$ cat config.mk
export PLATFORM = sky130hd
export DESIGN_NAME = servo_pwm_decoder
export DESIGN_NICKNAME = d
export VERILOG_FILES = /design/src/rtl/servo_pwm_decoder.sv
export SDC_FILE = /design/constraint.sdc
export NUM_CORES = 1
export LEC_CHECK = 0
export CAP_MARGIN = 20
export CORE_UTILIZATION = 55
export DETAILED_ROUTE_END_ITERATION = 12
export PLACE_DENSITY = 0.73
export SLEW_MARGIN = 10
export SYNTH_ARGS = -nofsm -noshare
export SYNTH_HDL_FRONTEND = slang
export SYNTH_SLANG_ARGS = --single-unit
$ cat constraint.sdc
create_clock -name clk -period 11.6 [get_ports clk]
set_input_delay 3.48 -clock clk [delete_from_list [all_inputs] [get_ports clk]]
set_output_delay 3.48 -clock clk [all_outputs]
set_load 0.01 [all_outputs]
$ cat src/rtl/servo_pwm_decoder.sv
// servo_pwm_decoder
//   Measures the high time of a hobby-servo pulse train in microseconds and
//   converts it to a 0..180 angle code.
//
//   Ports:
//     clk        system clock
//     rstn       asynchronous, active-low reset
//     pwm_in     asynchronous servo pulse input
//     pulse_us   last accepted width in us, clamped to [MIN_US, MAX_US]
//     angle      last accepted angle code, 0..180
//     valid      one-cycle strobe: pulse_us/angle updated this cycle
//     pulse_err  one-cycle strobe: pulse rejected (too short or too long)
//     lost       level: no filtered rising edge within TIMEOUT_US
//     state_dbg  current measurement FSM state (debug)
//
//   Output strobes: valid and pulse_err are registered, mutually exclusive
//   and high for exactly one cycle; there is no back-pressure.
module servo_pwm_decoder #(
    parameter int CLK_PER_US = 50,
    parameter int MIN_US     = 500,
    parameter int MAX_US     = 2500,
    parameter int TOL_US     = 100,
    parameter int GLITCH_CYC = 8,
    parameter int TIMEOUT_US = 25000
) (
    input  logic        clk,
    input  logic        rstn,
    input  logic        pwm_in,
    output logic [11:0] pulse_us,
    output logic [7:0]  angle,
    output logic        valid,
    output logic        pulse_err,
    output logic        lost,
    output logic [1:0]  state_dbg
);

    localparam int PRESC_W = (CLK_PER_US > 1) ? $clog2(CLK_PER_US) : 1;
    localparam int GW      = $clog2(GLITCH_CYC + 1);
    localparam int SPAN    = MAX_US - MIN_US;
    localparam int RW      = $clog2(SPAN + 1);

    localparam logic [PRESC_W-1:0] PRESC_LAST = PRESC_W'(CLK_PER_US - 1);
    localparam logic [GW-1:0]      GLITCH_LAST = GW'(GLITCH_CYC - 1);
    localparam logic [11:0] LIMIT   = 12'(MAX_US + TOL_US + 1);
    localparam logic [11:0] MIN_ACC = 12'(MIN_US - TOL_US);
    localparam logic [11:0] MIN12   = 12'(MIN_US);
    localparam logic [11:0] MAX12   = 12'(MAX_US);
    localparam logic [18:0] MIN19   = 19'(MIN_US);
    localparam logic [RW:0] SPAN_D  = (RW + 1)'(SPAN);
    localparam logic [20:0] LOST_AT = 21'(TIMEOUT_US * CLK_PER_US - 1);

    typedef enum logic [1:0] {
        WAIT_LOW  = 2'd0,
        WAIT_RISE = 2'd1,
        HIGH      = 2'd2,
        CALC      = 2'd3
    } state_t;

    state_t state, state_n;

    // ---------------- input path ----------------
    logic          s1, s2;
    logic [1:0]    settle;
    logic [GW-1:0] gcnt;
    logic          fin, fin_d;
    logic          rise, fall;

    // settle fills with ones once the synchronizer holds real pin samples;
    // until then the post-reset zeros in s1/s2/fin say nothing about the pin.
    always_ff @(posedge clk or negedge rstn) begin
        if (!rstn) begin
            s1     <= 1'b0;
            s2     <= 1'b0;
            settle <= 2'b00;
        end else begin
            s1     <= pwm_in;
            s2     <= s1;
            settle <= {settle[0], 1'b1};
        end
    end

    // fin follows s2 only after GLITCH_CYC consecutive disagreeing samples.
    always_ff @(posedge clk or negedge rstn) begin
        if (!rstn) begin
            gcnt  <= '0;
            fin   <= 1'b0;
            fin_d <= 1'b0;
        end else begin
            fin_d <= fin;
            if (s2 != fin) begin
                if (gcnt == GLITCH_LAST) begin
                    fin  <= s2;
                    gcnt <= '0;
                end else begin
                    gcnt <= gcnt + 1'b1;
                end
            end else begin
                gcnt <= '0;
            end
        end
    end

    assign rise = fin & ~fin_d;
    assign fall = ~fin & fin_d;

    // ---------------- measurement datapath signals ----------------
    logic [PRESC_W-1:0] presc;
    logic [11:0]        w, w_next, wc, w_clamp;
    logic               wrap;
    logic [18:0]        num;
    logic [RW-1:0]      rem;
    logic [RW:0]        trial, diff;
    logic               qbit;
    logic [7:0]         quo;
    logic [4:0]         step;
    logic               valid_n, err_n;

    // w_next includes the current cycle, so at the falling edge it equals
    // floor(k / CLK_PER_US) with k the full cycle count between edges.
    assign wrap    = (presc == PRESC_LAST);
    assign w_next  = w + {11'd0, wrap};
    assign w_clamp = (w_next < MIN12) ? MIN12 : ((w_next > MAX12) ? MAX12 : w_next);

    assign trial = {rem, num[18]};
    assign diff  = trial - SPAN_D;
    assign qbit  = (trial >= SPAN_D);

    // ---------------- FSM ----------------
    always_ff @(posedge clk or negedge rstn) begin
        if (!rstn) state <= WAIT_LOW;
        else       state <= state_n;
    end

    always_comb begin
        state_n = state;
        valid_n = 1'b0;
        err_n   = 1'b0;
        case (state)
            WAIT_LOW: begin
                // Wait until the line is genuinely low so a pulse already in
                // flight (after reset or an abort) is never measured.
                if (settle[1] && !fin && !s2) state_n = WAIT_RISE;
            end
            WAIT_RISE: begin
                if (rise) state_n = HIGH;
            end
            HIGH: begin
                if (w == LIMIT) begin
                    err_n   = 1'b1;
                    state_n = WAIT_LOW;
                end else if (fall) begin
                    if ((w_next < MIN_ACC) || (w_next >= LIMIT)) begin
                        err_n   = 1'b1;
                        state_n = WAIT_RISE;
                    end else begin
                        state_n = CALC;
                    end
                end
            end
            CALC: begin
                if (step == 5'd19) begin
                    valid_n = 1'b1;
                    state_n = fin ? WAIT_LOW : WAIT_RISE;
                end
            end
            default: state_n = WAIT_LOW;
        endcase
    end

    assign state_dbg = state;

    // ---------------- width counter, multiply, divide ----------------
    always_ff @(posedge clk or negedge rstn) begin
        if (!rstn) begin
            presc <= '0;
            w     <= '0;
            wc    <= '0;
            num   <= '0;
            rem   <= '0;
            quo   <= '0;
            step  <= '0;
        end else begin
            case (state)
                WAIT_RISE: begin
                    if (rise) begin
                        presc <= '0;
                        w     <= '0;
                    end
                end
                HIGH: begin
                    presc <= wrap ? '0 : presc + 1'b1;
                    w     <= w_next;
                    step  <= '0;
                    if (fall) wc <= w_clamp;
                end
                CALC: begin
                    if (step == 5'd0) begin
                        num <= ({7'd0, wc} - MIN19) * 19'd180;
                        rem <= '0;
                        quo <= '0;
                    end else begin
                        // Restoring division by (MAX_US - MIN_US), MSB first.
                        rem <= qbit ? diff[RW-1:0] : trial[RW-1:0];
                        quo <= {quo[6:0], qbit};
                        num <= {num[17:0], 1'b0};
                    end
                    step <= step + 1'b1;
                end
                default: ;
            endcase
        end
    end

    // ---------------- outputs ----------------
    always_ff @(posedge clk or negedge rstn) begin
        if (!rstn) begin
            pulse_us  <= '0;
            angle     <= '0;
            valid     <= 1'b0;
            pulse_err <= 1'b0;
        end else begin
            valid     <= valid_n;
            pulse_err <= err_n;
            if (valid_n) begin
                pulse_us <= wc;
                angle    <= {quo[6:0], qbit};
            end
        end
    end

    // ---------------- loss detection ----------------
    // lcnt = cycles since the last filtered rise (saturating); lost asserts
    // exactly TIMEOUT_US*CLK_PER_US cycles after that rise. A valid strobe
    // clears lost and wins over a coincident timeout.
    logic [20:0] lcnt;

    always_ff @(posedge clk or negedge rstn) begin
        if (!rstn) begin
            lcnt <= '0;
            lost <= 1'b1;
        end else begin
            if (rise)              lcnt <= 21'd1;
            else if (lcnt != '1)   lcnt <= lcnt + 1'b1;

            if (valid_n)                lost <= 1'b0;
            else if (lcnt == LOST_AT)   lost <= 1'b1;
        end
    end

endmodule
* Word-level counts from Yosys, hierarchy flattened
Index checks and enable logic that the tools add are counted.
** Storage, ports and cells
- Input port bits :: 3
- Output and inout port bits :: 25
- Logic and storage cells :: 98
- Bits in registers :: 128
** Cells by class
- Bitwise gates (word level) :: 4
- Eq/ne operators :: 14
- Add/sub/neg operators :: 7
- Order comparisons :: 5
- Reduce and logical (&&, ||, !) cells :: 15
- $mul :: 1
- Multiplexer cells :: 32
** Operator list (count)
- two-way mux 21 bit :: 2
- two-way mux 12 bit :: 3
- < comparator 12 x 9 -> 1 bit, second input constant :: 2
- case mux 12 bit (2 select lines) :: 1
- two-way mux 11 bit :: 2
- adder 21 x 1 -> 21 bit, second input constant :: 1
- equality test 21 bit, second input constant :: 1
- inequality test 21 bit, second input constant :: 1
- multiplier 19 x 6 -> 17 bit, second input constant :: 1
- two-way mux 19 bit :: 1
- subtractor 12 x 9 -> 13 bit, second input constant :: 1
- adder 12 x 1 -> 12 bit :: 1
- equality test 12 bit, second input constant :: 1
- greater-or-equal comparator 12 x 11 -> 1 bit, second input constant :: 1
- greater-or-equal comparator 12 bit, second input constant :: 1
- > comparator 12 bit, second input constant :: 1
- two-way mux 2 bit :: 6
- two-way mux 6 bit :: 2
- case mux 6 bit (2 select lines) :: 1
- subtractor 11 bit, second input constant :: 1
- case mux 5 bit (2 select lines) :: 1
- two-way mux 1 bit :: 9
- two-way mux 4 bit :: 2
- case mux 2 bit (4 select lines) :: 1
- other kinds (22) :: 34

* Depth between registers and ports, before layout
Gate-level depths: netlist (run 1).
- Depth in word-level cells :: 8
- Mapped depth :: 18

* Worst setup path before layout (run 1)
No wires, ideal clock.
- Path kind :: register to register
- Start point :: register wc[2]
- End point :: register num[17]
- Setup time :: 0.127 ns
- Clock period less this slack :: 4.088 ns
- Stages on the path, launching flop included :: 17
- Data arrival time :: 3.961 ns
- Path slack :: 7.512 ns
- Buffers on the path :: 0
- Cells stage by stage :: dfrtp_1 -> inv_1 -> ha_1 -> nor3b_1 -> xor2_1 -> ha_1 -> inv_1 -> fa_1 -> fa_1 -> inv_1 -> ha_1 -> o21ai_0 -> nand2b_1 -> a31o_2 -> a311oi_1 -> mux2i_1 -> nand3_1
** Between the ends
- Cells in the longest elaborated chain, start to end :: 3
** Ends and longest elaborated chain
- start, declared :: RTL line 108 : logic [11:0] w, w_next, wc, w_clamp;
- start signal, assigned :: RTL line 194 : if (fall) wc <= w_clamp;
- subtractor 12 x 9 -> 13 bit :: RTL line 198 : num <= ({7'd0, wc} - MIN19) * 19'd180;
- multiplier 19 x 6 -> 17 bit :: RTL line 198
- two-way mux 19 bit :: RTL line 197 : if (step == 5'd0) begin
- end signal, assigned :: RTL line 198
- end signal, assigned :: RTL line 205 : num <= {num[17:0], 1'b0};
- end, declared :: RTL line 110 : logic [18:0] num;
No other way between the ends.
A chain may end at the register's enable or synchronous reset.

* Worst setup path in the final report (run 1)
- Start point :: register state[1], in the netlist state_dbg[1]
- End point :: output port state_dbg[1]
** RTL lines
- start, declared :: RTL line 59 : state_t state, state_n;
- start signal, assigned :: RTL line 131 : else state <= state_n;
- end, declared :: RTL line 34 : output logic [1:0] state_dbg
No word-level cell between the ends.

==> key figures, run 1 <==
Outcome
  – Outcome: finished, final reports clean

CTS
  – Worst-Skew Late Latency: 420 ps
  – Hold-fix buffers at CTS: 0
  – PostCTS Resize Cnt: 0
  – CTS clk-pin slew, worst paths: 60 ps
  – Clk sinks: 126
  – TritonCTS clock tree: done
  – Postcts setup bufs: 0
  – H-tree levels: 4
  – Root buffer cell: clkbuf_16
  – Longest Clk Path Bufs: 2
  – CTS Buf Count: 17

Timing
  – Post-Route Setup TNS: 0 ps
  – Hold Fails Final Rpt: 0
  – Slew headroom: 0.3958
  – Post-layout min period: 5161 ps
  – Skew final: 4.686 ps
  – Fmax: 193.8 MHz
  – Slew @ Worst Pin: 906.3 ps
  – Final critical-path share of the clock period: 0.4449
  – RSZ-0062 raised after global routing: false
  – Finish-stage setup viols: 0
  – Final Max Slew Viols: 0

Synth
  – Mean Syn Cell Area: 8.782 um2
  – Yosys reg bits: 126
  – Multiplexer share of the synthesized area: 0.007783
  – Ys Warns: 0
  – Seq/Total Area, Yosys: 0.4004
  – Mapped Area: 0.007878 mm2
  – Cell count after synthesis: 897
  – Async SR Flop Fraction: 1.000
  – Post-synth EDFFs: 0
  – Syn Nets: 960
  – Largest family of logic cells by synthesized area: simple AND/OR/NAND/NOR gates
  – Synth Area in Compound Gates: 0.1487
  – Synth Flop Type: dfrtp_1
  – Simple-gate share of the synthesized area: 0.2073
  – XOR/XNOR Fraction of Synth Area: 0.07243
  – Synth cell types: 67
  – Adder-cell share of the synthesized area: 0.1105

Critical path
  – Critical path data required time: 8120 ps
  – Critical path capture point type: primary output
  – CP Buf/Inv Count: 1
  – Crit path cell chain: clkdlybuf4s50_1
  – Worst path top cell family by delay: flip-flops
  – CP peak stage delay: 630 ps
  – Worst-path maximum fanout: 18
  – Slowest CP cell: dfrtp_1
  – CP Class: reg2out
  – Startpoint types: flip-flop
  – Worst EP arrival: 1680 ps

Route
  – Final wirelength: 16140 um
  – Antenna Nets Post-Route: 0
  – Average vias per placed instance: 5.656
  – Initial DRC count: 439
  – Via count: 6244
  – DRT Pass-1 Iters: 6
  – WL per Instance: 14.62 um
  – DRC: 0

Global routing
  – Vias in the first global route: 5977
  – Largest net degree at the start of global routing: 75
  – Total grt overflow: 0
  – First-pass GRT wire length: 27390 um
  – Initial antenna violation count: 1
  – Total GRT Usage: 0.2340

Floorplanning
  – Core area: 0.01393 mm2
  – Die Y: 121.7 um
  – Die area: 0.01481 mm2
  – FP Rows: 43
  – I/O pin cnt: 28
  – Die X: 121.7 um
  – Initial core utilization: 0.5653

Final layout
  – Ant. Diodes: 0
  – Layout Nets: 974
  – FILL cells: 1158
  – Syn-to-layout area delta: 12.72%
  – Share of cells above drive strength 1: 0.06061
  – Finished Core Util: 0.6372
  – Commonest non-fill, non-tap cell in the layout: nand2_1
  – Most frequent cells in the layout: nand2_1, dfrtp_1, o21ai_0

Power and ir drop
  – PD cells: 260.7 mW/mm2
  – P_leak: 0.004140 uW
  – Peak VDD IR: 0.0001934 V

Place
  – Final Wtd Congestion: 0.8798
  – Detail Placement HPWL: 11260 um
  – Port Buffers: 27

Run
  – Max-cap viol count: 0

Hold path
  – HP Class: reg2reg
## worst paths after layout
path,from,to,slack [ps],cells past startpoint
worst max-delay path,state_dbg[1],state_dbg[1],6440,1
worst max register to register,wc[2],num[17],7070,16
min in group asynchronous,rstn,angle[0],3080,1
worst min register to register,s1,s2,350,0
max in group asynchronous,rstn,num[10],7150,2
worst min-delay path,s1,s2,350,0
## cells in the mapped netlist (4+ instances only)
library cell,instances,share of area
mux2i_1,5,0.0064
fa_1,16,0.041
nor2b_1,7,0.0056
nand2b_1,8,0.0064
nand4_1,12,0.0095
o31ai_1,9,0.0086
and4_1,4,0.0044
o21ai_0,70,0.044
nor4_1,7,0.0056
a21oi_1,40,0.025
nand2_1,165,0.079
nand3_1,28,0.018
xor2_1,31,0.034
nand4b_1,4,0.0044
and3_1,9,0.0071
dfrtp_1,125,0.40
a211oi_1,5,0.0048
inv_1,66,0.031
o211ai_1,6,0.0057
and2_1,5,0.0040
clkbuf_1,33,0.016
a22o_1,6,0.0067
xnor2_1,31,0.034
or3_1,4,0.0032
a31oi_1,13,0.010
nor2_1,67,0.032
a21o_1,5,0.0048
nor3_1,15,0.0095
ha_1,44,0.070
## final cells by class
type	count	area, um2	area share
tap	180	225.2	0.02536
inverter	67	251.5	0.02832
sequential	126	3154	0.3552
multi-input combinational	664	4310	0.4854
clock inverter	15	185.2	0.02085
clock buffer	17	425.4	0.04791
timing repair buffer	35	327.8	0.03692
## per-stage QoR
step	instances	total power, uW	worst slack [ps]	hold slack [ps]	instance area [um2]
floorplan	897	1525	7512	331.2	7878
global placement	1072	1757	6595	332.4	8269
detailed placement	1072	1779	6597	340.3	8269
CTS	1104	2337	6423	353.3	8880
global route	1104	2539	6372	365.6	8880
finish	1104	2315	6439	348.8	8880
## kinds of logic after synthesis
| kind of cell | count (synthesis) |
|---|---|
| adder cells (fa/ha/maj) | 60 |
| AND/OR/NAND/NOR | 349 |
| other | 1 |
| flip-flops | 126 |
| multiplexers | 6 |
| buffers and inverters | 107 |
| AO/OA/AOI/OAI | 185 |
| XOR/XNOR | 63 |
## report_power, final
group | internal [uW] | switching [uW] | leakage [uW]
clock | 340 | 203 | 0.000295
combinational | 517 | 679 | 0.00215
sequential | 506 | 69.1 | 0.00170
total | 1360 | 952 | 0.00414
## state kept, by name, indices dropped and copies added (netlist names), 2 cells and up
name,flops
gcnt,4
lcnt,21
rem,11
pulse_us,12
w,12
state_dbg,2
settle,2
wc,12
num,17
presc,6
quo,7
angle,8
step,5
## per-layer routing
layer,vias to the layer above,track usage,share of wire
li1,3100,-,-
met1,2996,0.3125,0.47
met2,120,0.3714,0.48
met3,26,0.05009,0.038
met4,2,0.09259,0.018
met5,-,0,0.00081
(Power assumes the default switching activity.)
==> run 2: changes to the inputs <==
- PLACE_DENSITY: 0.73 -> 0.76
- clock period: 11.6 -> 4.3 ns (I/O delays scaled with it)
==> run 2 against run 1 <==
  * Routed wire length increased by 5.5%
  * Final area increased by 1.9%
  * Via count increased by 1.3%
  * Hold slack improved by 16 ps
  * Non-clock buffer count increased by 11
  * Highest routed layer is now met4
==> key figures, run 2 (same netlist as run 1, synthesis figures left out) <==
Outcome
  – Outcome: finished, final reports clean

CTS
  – CTS Buf Count: 17 (unchanged)
  – Root buffer cell: clkbuf_16
  – CTS clk-pin slew, worst paths: 60 ps (about the same)
  – Worst-Skew Late Latency: 420 ps (about the same)
  – Longest Clk Path Bufs: 2 (unchanged)
  – H-tree levels: 4 (unchanged)
  – TritonCTS clock tree: done
  – Hold-fix buffers at CTS: 0 (unchanged)
  – Clk sinks: 126 (unchanged)

Final layout
  – Finished Core Util: 0.6493 (+0.01203)
  – Most frequent cells in the layout: nand2_1, dfrtp_1, o21ai_0
  – Most flops, register: lcnt
  – FILL cells: 1107 (-4.4%)
  – Largest register FFs: 21 (unchanged)
  – Post-layout instance area: 0.009047 mm2 (+1.9%)
  – Multi-input logic area: 0.004404 mm2 (+2.2%)
  – Syn-to-layout area delta: 14.85%
  – Share of cells above drive strength 1: 0.08128 (+0.02068)
  – Layout Nets: 985 (+1.1%)
  – Commonest non-fill, non-tap cell in the layout: nand2_1
  – Sequential cell area: 0.003154 mm2 (unchanged)
  – Top flop regs: lcnt (21), num (17)
  – Ant. Diodes: 0 (unchanged)

Power and ir drop
  – Peak VDD IR: 0.0006040 V (+210%)
  – PD cells: 726.7 mW/mm2 (+180%)
  – P_leak: 0.004194 uW (+1.3%)

Floorplanning
  – Core area: 0.01393 mm2 (unchanged)
  – Die area: 0.01481 mm2 (unchanged)
  – FP Rows: 43 (unchanged)
  – Die X: 121.7 um (unchanged)
  – Initial core utilization: 0.5653 (unchanged)
  – I/O pin cnt: 28 (unchanged)
  – Die Y: 121.7 um (unchanged)

Timing
  – Post-Route Setup TNS: 0 ps (unchanged)
  – Slew @ Worst Pin: 911.6 ps (+5.291 ps)
  – Hold Fails Final Rpt: 0 (unchanged)
  – Final Max Slew Viols: 0 (unchanged)
  – Finish-stage setup viols: 0 (unchanged)
  – Skew final: 6.896 ps (+2.210 ps)
  – RSZ-0062 raised after global routing: false
  – Post-layout min period: 4055 ps
  – Slew headroom: 0.3905 (-0.005230)
  – Final critical-path share of the clock period: 0.9431
  – Fmax: 246.6 MHz

Global routing
  – Total GRT Usage: 0.2432 (+0.009225)
  – Largest net degree at the start of global routing: 73 (-2.7%)
  – Vias in the first global route: 5968 (-0.15%)
  – First-pass GRT wire length: 28440 um (+3.8%)
  – Initial antenna violation count: 0 (-1)
  – Total grt overflow: 0 (unchanged)

Hold path
  – Hold EP: s2
  – HP Class: reg2reg
  – Hold_sp: s1
  – Hold path cells: 0 (unchanged)

Critical path
  – CP Class: reg2reg
  – Worst EP arrival: 4350 ps (+2670 ps)
  – Most used cell, CP: inv_1
  – Crit path cell chain: inv_1 -> ha_2 -> nor3b_2 -> buf_4 -> xor2_4 -> ha_4 -> inv_1 -> fa_1 -> fa_1 -> inv_1 -> ha_1 -> nor3_1 -> o21ai_0 -> a31o_2 -> a311oi_2 -> mux2i_1 -> nand3_1
  – Reg2Reg Depth: 17 (+1)
  – Startpoint types: flip-flop
  – Worst path top cell family by delay: adder cells
  – Worst-path maximum fanout: 5 (-13)
  – Worst R2R Start: wc[3]
  – Slowest CP cell: fa_1
  – Critical path capture point type: flip-flop
  – FF-to-FF End: num[17]
  – CP Buf/Inv Count: 4 (+3)
  – R2R setup slack: 240 ps (-6830 ps)
  – CP peak stage delay: 510 ps (-120 ps)
  – Critical path data required time: 4590 ps (-3530 ps)

Route
  – DRC: 0 (unchanged)
  – Final wirelength: 17020 um (+5.5%)
  – Uppermost layer routed: met4
  – Met1 WL: 7804 um (+3.9%)
  – DR WL met2: 8331 um (+7.9%)
  – Average vias per placed instance: 5.674 (+0.33%)
  – Met3 WL: 599 um (-1.8%)
  – DRT Pass-1 Iters: 5 (-1)
  – Antenna Nets Post-Route: 0 (unchanged)
  – Initial DRC count: 511 (+16%)
  – Via count: 6327 (+1.3%)
  – WL per Instance: 15.27 um (+4.4%)

Run
  – Max-cap viol count: 0 (unchanged)

Place
  – Detail Placement HPWL: 11330 um (+0.64%)
  – Final Wtd Congestion: 0.9129 (+3.8%)
  – Port Buffers: 27 (unchanged)
  – Cell Area, Placed: 0.008329 mm2 (+0.73%)
[run 2: cell count changes in the layout (fill, tap and decap cells not counted), moves of 2 or more]
cell / delta
clkinv_4: -4
buf_4: +11
inv_6: -4
ha_4: +2
o21ai_0: -2
ha_1: -4
ha_2: +2
clkbuf_8: +6
clkbuf_1: +3
[run 2: worst reg2reg max path, stage by stage (launching register included)]
cell and delay [ps]:
dfrtp_1 390, inv_1 100, ha_2 220, nor3b_2 50
buf_4 160, xor2_4 170, ha_4 310, inv_1 50
fa_1 490, fa_1 510, inv_1 40, ha_1 240
nor3_1 190, o21ai_0 120, a31o_2 290, a311oi_2 280
mux2i_1 230, nand3_1 100
[run 2: what timing repair did]
action                                  CTS  global route
endpoints found under the setup margin    1             6
pin swaps                                 0             6
resized for setup                         1            15
buffers inserted                          0             3
[run 2: worst max-delay path by stage]
stage	start	to	slack, ps	cells after the start
5_1_grt	wc[3]	num[16]	7	16
2_1_floorplan	wc[2]	num[17]	210	16
4_1_cts	wc[3]	num[16]	30	18
6_report	wc[3]	num[17]	240	17
3_5_place_dp	wc[3]	num[17]	30	16
3_3_place_gp	wc[2]	num[17]	220	17
[run 2: per-layer routing]
metal	track usage	vias to the layer above
met2	0.3967	118
met4	0.07870	0
met1	0.3197	3062
met5	0	-
met3	0.05571	26
li1	-	3121
[run 2: metrics by stage]
step	hold WS (ps)	cells	power, uW	worst slack [ps]
after global placement	333.2	1080	4808	220.3
after detailed placement	347.9	1080	4880	26.84
final	365.0	1115	6575	244.7
after global routing	373.9	1115	7200	7.057
after floorplan	331.2	897	4114	212.0
after CTS	358.9	1112	6378	28.42
[run 2: layout make-up]
type                       instances  area share
clock inverter                     6    0.009127
clock buffer                      26     0.05739
multi-input combinational        664      0.4868
timing repair buffer              46     0.04536
sequential                       126      0.3486
tap                              180     0.02489
inverter                          67     0.02780
[run 2: power breakdown]
group | total [uW] | switching [uW] | internal, uW
clock network | 1440 | 498 | 942
logic | 3570 | 2010 | 1570
registers | 1560 | 195 | 1360
total | 6580 | 2700 | 3870
==> run 3: changes to the inputs <==
- SKIP_CTS_REPAIR_TIMING: not set -> 1
==> results of run 3 <==
Final layout, timing and power as in run 2 (identical DEF).
Main changes from that run: wire length of the first global-routing pass 28440 um -> 28410 um; via count of the first global-routing pass 5968 -> 5962; overall routing resource usage 0.2432 -> 0.2430; met1 usage 0.3197 -> 0.3194; met2 usage 0.3967 -> 0.3963
